$ cat config.mk
export PLATFORM = sky130hd
export DESIGN_NAME = xgmii_tx_arbiter
export DESIGN_NICKNAME = d
export VERILOG_FILES = /design/src/rtl/xgmii_tx_arbiter.sv
export SDC_FILE = /design/constraint.sdc
export NUM_CORES = 1
export LEC_CHECK = 0
export BUFFER_PORTS_ARGS = -buffer_cell sky130_fd_sc_hd__clkbuf_2
export CAP_MARGIN = 25
export CORE_UTILIZATION = 47
export CTS_CLUSTER_DIAMETER = 50
export CTS_CLUSTER_SIZE = 24
export DETAILED_ROUTE_END_ITERATION = 10
export GPL_TIMING_DRIVEN = 0
export PLACE_DENSITY = 0.86
export SLEW_MARGIN = 0
export SYNTH_ARGS = -nofsm -noshare
export SYNTH_HDL_FRONTEND = slang
export SYNTH_SLANG_ARGS = --single-unit
$ cat constraint.sdc
create_clock -name clk_i -period 3.6 [get_ports clk_i]
set_clock_uncertainty 0.05 [all_clocks]
set_input_delay 0.72 -clock clk_i [delete_from_list [all_inputs] [get_ports clk_i]]
set_output_delay 0.72 -clock clk_i [all_outputs]
set_load 0.01 [all_outputs]
$ cat src/rtl/xgmii_tx_arbiter.sv
// xgmii_tx_arbiter: round-robin frame scheduler feeding one XGMII SDR transmit
// interface (64-bit TXD / 8-bit TXC). Whole frames are granted; the block adds
// the start/preamble word, the terminate character and idle words so that the
// minimum inter-frame gap (counted from /T/ inclusive to the next /S/) is met.
//
// The state register describes what the *next* XGMII word will be built from.
// The preamble is emitted on the arbitration edge itself (leaving IDLE), so
// the granted source can already hand over its first word one edge later.
// GRANT stays visible until the word carrying /T/ is on the wire.
module xgmii_tx_arbiter #(
  parameter int PORTS     = 2,
  parameter int IFG_BYTES = 12
) (
  input  logic                 clk_i,
  input  logic                 reset_n_i,
  input  logic [PORTS*64-1:0]  rx_data_i,
  input  logic [PORTS-1:0]     rx_sop_i,
  input  logic [PORTS-1:0]     rx_eop_i,
  input  logic [PORTS*3-1:0]   rx_eop_pos_i,
  input  logic [PORTS-1:0]     rx_src_rdy_i,
  output logic [PORTS-1:0]     rx_dst_rdy_o,
  output logic [63:0]          xgmii_txd_o,
  output logic [7:0]           xgmii_txc_o,
  output logic [PORTS-1:0]     grant_o,
  output logic                 underrun_o,
  output logic                 drop_o
);

  localparam int PW = (PORTS > 1) ? $clog2(PORTS) : 1;

  // Next-word source: IDLE arbitrates, DATA forwards, TERM sends a lone /T/,
  // IFG pads with idle words.
  localparam logic [2:0] ST_IDLE = 3'd0;
  localparam logic [2:0] ST_DATA = 3'd1;
  localparam logic [2:0] ST_TERM = 3'd2;
  localparam logic [2:0] ST_IFG  = 3'd3;

  localparam logic [63:0] IDLE_WORD = 64'h0707070707070707;
  localparam logic [63:0] PRE_WORD  = 64'hD5555555555555FB;
  localparam logic [63:0] TERM_WORD = 64'h07070707070707FD;
  localparam logic [63:0] ERR_WORD  = 64'hFEFEFEFEFEFEFEFE;

  // Idle words still needed after a terminate that left 'trail' bytes of gap.
  function automatic logic [7:0] ifg_words(input int trail);
    int rem;
    rem = IFG_BYTES - trail;
    if (rem > 0) begin
      return 8'((rem + 7) / 8);
    end else begin
      return 8'd0;
    end
  endfunction

  // Build {TXC, TXD} for an EOP word whose last valid byte is lane 'pos' (<7).
  function automatic logic [71:0] eop_word(input logic [63:0] data, input logic [2:0] pos);
    logic [63:0] d;
    logic [7:0]  c;
    d = 64'd0;
    c = 8'd0;
    for (int k = 0; k < 8; k++) begin
      if (k <= int'(pos)) begin
        d[8*k +: 8] = data[8*k +: 8];
        c[k]        = 1'b0;
      end else if (k == int'(pos) + 1) begin
        d[8*k +: 8] = 8'hFD;
        c[k]        = 1'b1;
      end else begin
        d[8*k +: 8] = 8'h07;
        c[k]        = 1'b1;
      end
    end
    return {c, d};
  endfunction

  logic [2:0]       state_q, state_d;
  logic [PORTS-1:0] grant_q, grant_d;
  logic [PW-1:0]    ptr_q, ptr_d;
  logic [7:0]       ifg_cnt_q, ifg_cnt_d;
  logic [63:0]      txd_q, txd_d;
  logic [7:0]       txc_q, txc_d;
  logic             underrun_q, underrun_d;
  logic             drop_q, drop_d;

  logic [PORTS-1:0] elig_s;
  logic [PORTS-1:0] stray_s;
  logic [PORTS-1:0] win_oh_s;
  logic             win_valid_s;
  logic [PW-1:0]    win_next_ptr_s;
  logic [PORTS-1:0] stray_oh_s;
  logic             stray_valid_s;
  logic [63:0]      sel_data_s;
  logic             sel_eop_s;
  logic [2:0]       sel_pos_s;
  logic             sel_rdy_s;
  logic [PORTS-1:0] dst_rdy_s;
  logic [7:0]       cnt_s;

  assign elig_s  = rx_src_rdy_i & rx_sop_i;
  assign stray_s = rx_src_rdy_i & ~rx_sop_i;

  // Round-robin pick: first eligible port at or after the pointer, then wrap.
  always_comb begin
    win_valid_s    = 1'b0;
    win_oh_s       = '0;
    win_next_ptr_s = ptr_q;
    for (int j = 0; j < PORTS; j++) begin
      if (!win_valid_s && elig_s[j] && (j >= int'(ptr_q))) begin
        win_valid_s    = 1'b1;
        win_oh_s[j]    = 1'b1;
        win_next_ptr_s = (j == PORTS - 1) ? '0 : PW'(j + 1);
      end else begin
        win_valid_s = win_valid_s;
      end
    end
    for (int j = 0; j < PORTS; j++) begin
      if (!win_valid_s && elig_s[j] && (j < int'(ptr_q))) begin
        win_valid_s    = 1'b1;
        win_oh_s[j]    = 1'b1;
        win_next_ptr_s = (j == PORTS - 1) ? '0 : PW'(j + 1);
      end else begin
        win_valid_s = win_valid_s;
      end
    end
  end

  // Lowest-indexed port offering a non-SOP word while no frame is open.
  always_comb begin
    stray_valid_s = 1'b0;
    stray_oh_s    = '0;
    for (int j = 0; j < PORTS; j++) begin
      if (!stray_valid_s && stray_s[j]) begin
        stray_valid_s = 1'b1;
        stray_oh_s[j] = 1'b1;
      end else begin
        stray_valid_s = stray_valid_s;
      end
    end
  end

  // Select the granted port's word and sideband signals.
  always_comb begin
    sel_data_s = 64'd0;
    sel_eop_s  = 1'b0;
    sel_pos_s  = 3'd0;
    sel_rdy_s  = 1'b0;
    for (int j = 0; j < PORTS; j++) begin
      if (grant_q[j]) begin
        sel_data_s = sel_data_s | rx_data_i[64*j +: 64];
        sel_eop_s  = sel_eop_s | rx_eop_i[j];
        sel_pos_s  = sel_pos_s | rx_eop_pos_i[3*j +: 3];
        sel_rdy_s  = sel_rdy_s | rx_src_rdy_i[j];
      end else begin
        sel_rdy_s = sel_rdy_s;
      end
    end
  end

  // Next-state, handshake and next XGMII word.
  always_comb begin
    state_d    = state_q;
    grant_d    = grant_q;
    ptr_d      = ptr_q;
    ifg_cnt_d  = ifg_cnt_q;
    txd_d      = IDLE_WORD;
    txc_d      = 8'hFF;
    underrun_d = 1'b0;
    drop_d     = 1'b0;
    dst_rdy_s  = '0;
    cnt_s      = 8'd0;
    case (state_q)
      ST_IDLE: begin
        grant_d = '0;
        if (win_valid_s) begin
          grant_d = win_oh_s;
          ptr_d   = win_next_ptr_s;
          txd_d   = PRE_WORD;
          txc_d   = 8'h01;
          state_d = ST_DATA;
        end else begin
          state_d = ST_IDLE;
        end
        if (stray_valid_s) begin
          dst_rdy_s = stray_oh_s;
          drop_d    = 1'b1;
        end else begin
          drop_d = 1'b0;
        end
      end
      ST_DATA: begin
        dst_rdy_s = grant_q;
        if (!sel_rdy_s) begin
          txd_d      = ERR_WORD;
          txc_d      = 8'hFF;
          underrun_d = 1'b1;
        end else if (!sel_eop_s) begin
          txd_d = sel_data_s;
          txc_d = 8'h00;
        end else if (sel_pos_s == 3'd7) begin
          txd_d   = sel_data_s;
          txc_d   = 8'h00;
          state_d = ST_TERM;
        end else begin
          {txc_d, txd_d} = eop_word(sel_data_s, sel_pos_s);
          cnt_s          = ifg_words(7 - int'(sel_pos_s));
          ifg_cnt_d      = cnt_s;
          state_d        = (cnt_s == 8'd0) ? ST_IDLE : ST_IFG;
        end
      end
      ST_TERM: begin
        txd_d     = TERM_WORD;
        txc_d     = 8'hFF;
        cnt_s     = ifg_words(8);
        ifg_cnt_d = cnt_s;
        state_d   = (cnt_s == 8'd0) ? ST_IDLE : ST_IFG;
      end
      ST_IFG: begin
        grant_d = '0;
        if (ifg_cnt_q <= 8'd1) begin
          ifg_cnt_d = 8'd0;
          state_d   = ST_IDLE;
        end else begin
          ifg_cnt_d = ifg_cnt_q - 8'd1;
          state_d   = ST_IFG;
        end
        if (stray_valid_s) begin
          dst_rdy_s = stray_oh_s;
          drop_d    = 1'b1;
        end else begin
          drop_d = 1'b0;
        end
      end
      default: begin
        state_d   = ST_IDLE;
        grant_d   = '0;
        ifg_cnt_d = 8'd0;
      end
    endcase
  end

  // State, arbitration pointer and registered XGMII outputs.
  always_ff @(posedge clk_i or negedge reset_n_i) begin
    if (!reset_n_i) begin
      state_q    <= ST_IDLE;
      grant_q    <= '0;
      ptr_q      <= '0;
      ifg_cnt_q  <= 8'd0;
      txd_q      <= IDLE_WORD;
      txc_q      <= 8'hFF;
      underrun_q <= 1'b0;
      drop_q     <= 1'b0;
    end else begin
      state_q    <= state_d;
      grant_q    <= grant_d;
      ptr_q      <= ptr_d;
      ifg_cnt_q  <= ifg_cnt_d;
      txd_q      <= txd_d;
      txc_q      <= txc_d;
      underrun_q <= underrun_d;
      drop_q     <= drop_d;
    end
  end

  assign rx_dst_rdy_o = dst_rdy_s;
  assign grant_o      = grant_q;
  assign xgmii_txd_o  = txd_q;
  assign xgmii_txc_o  = txc_q;
  assign underrun_o   = underrun_q;
  assign drop_o       = drop_q;

endmodule

==> results.txt <==
The flow ran to the end, and the final reports show no timing, DRC or antenna violations. Yosys attributes the largest share of cell area to sky130_fd_sc_hd__dfrtp_1, sky130_fd_sc_hd__dfstp_2, sky130_fd_sc_hd__a221oi_1. The die is 101.2 um tall. The number of I/O port buffers came out at ~220. In this run the register-to-register setup slack is around 0.29 ns. The worst reg-to-reg path cell count came out at 12. The total overflow reported by the global router is 0. The highest clock frequency the design can meet came out at 302.0 MHz. The count of fill cells added during filler insertion is 783. The mean routed wirelength per cell came out at 19.48 um. The per-cell via count in the routed design is 5.971. The transition time at the pin with the least slew margin came out at about 0.76 ns. STA classifies the critical path startpoint as a flop. The sum of negative setup slack came out at 0 ns. The final number of hold-violating endpoints is 0. Setup violations remaining at the end of the flow were counted as 0. No sink is reached through more buffers than the 2 on the longest clock path. In this run, synthesis produced a sequential element count of 87.

The worst relative slew slack is between 40% and 50%. The cell leakage power is around 0.0029 uW. Synthesis handed over a netlist of 469 instances. The capture point of the worst path is rx_dst_rdy_o[1]. The tool flagged a number of max-cap violations equal to 0. The most common cell in the synthesized netlist is sky130_fd_sc_hd__dfrtp_1. In the synthesized netlist, the cells that appear most often are sky130_fd_sc_hd__dfrtp_1, sky130_fd_sc_hd__nor2_1, sky130_fd_sc_hd__a21oi_1.

220 I/O pins were placed. The total nets after synthesis is 624. The largest net degree at the start of global routing came out at 55. Clock tree synthesis selected as its root buffer the cell sky130_fd_sc_hd__clkbuf_8. STA classifies the critical path endpoint as a primary output. Among all flip-flop cells after synthesis, the most frequent one is sky130_fd_sc_hd__dfrtp_1.

On the worst path, the slowest cell contributes a delay of 0.50 ns. The vias after detailed routing is between 4000 and 5000. In the final layout, the share of cells above drive strength 1 is between 40% and 50%. The overall routed net length is 16180 um.

The critical path data arrival time came out at 2.54 ns. The post-synthesis instance area came out at 4622 um2. The starting utilization of the core area is 49.32%. The core outline area is between 9000 and 10000 um2. The warning count from the yosys run came out at 0. The number of global-route vias before repair came to 4808. For this design, the CTS-stage hold fixing added 0 buffers. The netlist uses 60 different library cells. The combined global-route utilization of all metal layers came out at 32.64%. Setup repair after global routing left no endpoint under its margin. Sequential cells were found to cover 47.97% of the synthesized design area. The post-detailed-route count of antenna-violating nets is 0. The clock sink count is 87. The number of DRC markers in iteration 0 came out at 406. Broken down by cell family, the worst path's largest delay share belongs to buffers and inverters.

The multi-input combinational cells in the finished layout cover a total of between 2000 and 2500 um2. The number of nets in the layout is ~850. In the finished design, the share of the clock period the worst path needs comes to between 90% and 100%. The min-delay analysis places its worst path in the category in -> async.

The final instance count without filler cells came out at 831. The endpoint of the worst-slack reg-to-reg timing path is xgmii_txd_o[54]. The placer congestion estimate came out at slightly below 1.

The final-report max-slew violation count came to 0. The die covers 10230 um2. The startpoint of the worst-slack reg-to-reg timing path is grant_o[0]. The row count came out at 35. Summed over its instances, the top area cell type makes up 29.78% of the synthesized netlist area. The power density over cell area came out at 284.6 nW/um2. The number of clock buffers inserted by TritonCTS came out at 9.

The area growth from synthesis to final layout is 31.59%. The number of levels in the clock H-tree is 3. The routed design could run at a clock period as short as approximately 3.3 ns.

The critical path starts at grant_o[1]. Across the VDD grid, the largest voltage drop is 153.5 uV. Traced cell by cell, the critical path runs through buf_2, buf_1, clkbuf_1, nand2_1, o31a_1, nor2_1, clkbuf_2. The cell count along the critical path came out at 7. The antenna cell count came out at 0. The classification of the worst setup path is reg -> out. The number of flops mapped to enable cells by yosys came out at 0. The number of instances in the placed design came out at 816. TritonCTS built the clock tree.

In the routed design, unresolved DRC markers number 0. The area taken by flip-flops and latches is 2217 um2. The critical path data required time is 2.83 ns. The number of antenna violations at the first check in global routing came out at 0.

The first global-routing pass estimated 24900 um of wire. The maximum fanout along the worst path is 10. The post-synthesis async set-or-reset flop share is 100.0%. The worst-skew pair later-pin latency is 0.35 ns. The placed wire-length estimate came out at 12850 um. The buffer and inverter count on the worst path came out at 4.

The number of detailed-route iterations in the first pass is 5. The synthesized design spends more area on one cell type than any other, namely sky130_fd_sc_hd__dfrtp_1. Clock-pin slew was measured on the worst setup and hold paths at 0.09 ns. After synthesis, the mean cell area works out to 9.855 um2. The slowest stage of the critical path belongs to the cell sky130_fd_sc_hd__buf_1. The die boundary width came out at 101.2 um.
==> per-layer routing <==
layer,part of all wire (%),track usage [%],vias up,wire [um]
met2,48,54.58,296,7783
li1,-,-,2247,-
met3,8.9,6.280,41,1434
met5,0,0,-,0
met1,41,42.12,2378,6561
met4,2.5,12.49,0,405
==> through the flow <==
step                      setup WS, ns  utilization [%]  total power (uW)  hold WS, ns  cell area, um2
after global placement         -0.2879            62.63              1109       0.4156            5869
after detailed placement       -0.3929            62.95              1117       0.4353            5899
after floorplan                 0.5565                -              1008       0.3744            4622
after CTS                       0.1496            64.83              1745       0.2916            6076
final                           0.2885            64.90              1731       0.2849            6082
after global routing           0.06507            64.90              1795       0.3173            6082
==> cell families (layout without fill, tap and decap cells) <==
logic type / Yosys count / count (layout) / share of synthesized area [%]
adders and majority gates: 13 / 13 / 3.519
DFF: 87 / 87 / 47.97
and+or+nand+nor: 106 / 106 / 10.94
muxes: 5 / 5 / 1.137
AOI/OAI and AO/OA: 214 / 214 / 32.54
buffers and inverters: 44 / 277 / 3.898
==> how the worst min path moves through the flow <==
stage               cells after the start               to  slack, ns         start
floorplan                               0           drop_o       0.37     reset_n_i
global placement                        1     ifg_cnt_q[7]       0.42  ifg_cnt_q[7]
detailed placement                      2     ifg_cnt_q[6]       0.44  ifg_cnt_q[6]
CTS                                     1  xgmii_txd_o[61]       0.29     reset_n_i
global route                            1  xgmii_txd_o[61]       0.32     reset_n_i
finish                                  1  xgmii_txd_o[61]       0.28     reset_n_i
==> area by class of cell <==
| cell class | instances | area share [%] |
|---|---|---|
| flip-flops and latches | 87 | 36.45 |
| clock inverters | 6 | 0.8434 |
| inverters | 9 | 0.5554 |
| plain buffers | 34 | 2.407 |
| multi-input cells | 338 | 36.64 |
| clock buffers | 10 | 2.098 |
| well taps | 129 | 2.654 |
| repair buffers | 218 | 18.35 |
==> sequential cells by signal, summed over array words and instances (netlist names) <==
signal and flops:
state_q 2, underrun_o 1, ptr_q 1, grant_o 2
xgmii_txd_o 64, drop_o 1, xgmii_txc_o 8, ifg_cnt_q 8
==> timing repair <==
item,in CTS,in global routing
setup buffers,0,0
setup endpoints to repair,21,6
resized for setup,1,2
==> placed cells by master, fill, tap and decap left out, types with 4 or more instances in the layout <==
cell and n:
sky130_fd_sc_hd__dfrtp_1 55, sky130_fd_sc_hd__a21oi_1 35, sky130_fd_sc_hd__nand3_1 8, sky130_fd_sc_hd__ha_1 13
sky130_fd_sc_hd__buf_2 6, sky130_fd_sc_hd__nand2_1 27, sky130_fd_sc_hd__nor3_1 5, sky130_fd_sc_hd__o31ai_1 5
sky130_fd_sc_hd__o21bai_1 4, sky130_fd_sc_hd__buf_1 7, sky130_fd_sc_hd__inv_1 8, sky130_fd_sc_hd__a22o_1 25
sky130_fd_sc_hd__o21ai_0 30, sky130_fd_sc_hd__clkbuf_8 9, sky130_fd_sc_hd__o311ai_1 4, sky130_fd_sc_hd__o21ai_1 24
sky130_fd_sc_hd__clkbuf_1 20, sky130_fd_sc_hd__clkbuf_2 216, sky130_fd_sc_hd__dfstp_2 32, sky130_fd_sc_hd__a21o_1 5
sky130_fd_sc_hd__nand2b_1 11, sky130_fd_sc_hd__a221oi_1 25, sky130_fd_sc_hd__a22oi_1 18, sky130_fd_sc_hd__nor2_1 36
sky130_fd_sc_hd__a31oi_1 6
==> where the power goes <==
part / switching [uW] / leakage [uW] / internal [uW]
Sequential: 0.246 / 0.00107 / 979
Clock: 372 / 0.0000879 / 261
Combinational: 56.3 / 0.00175 / 62.8
Total: 428 / 0.00290 / 1300
(Power assumes the default switching activity.)
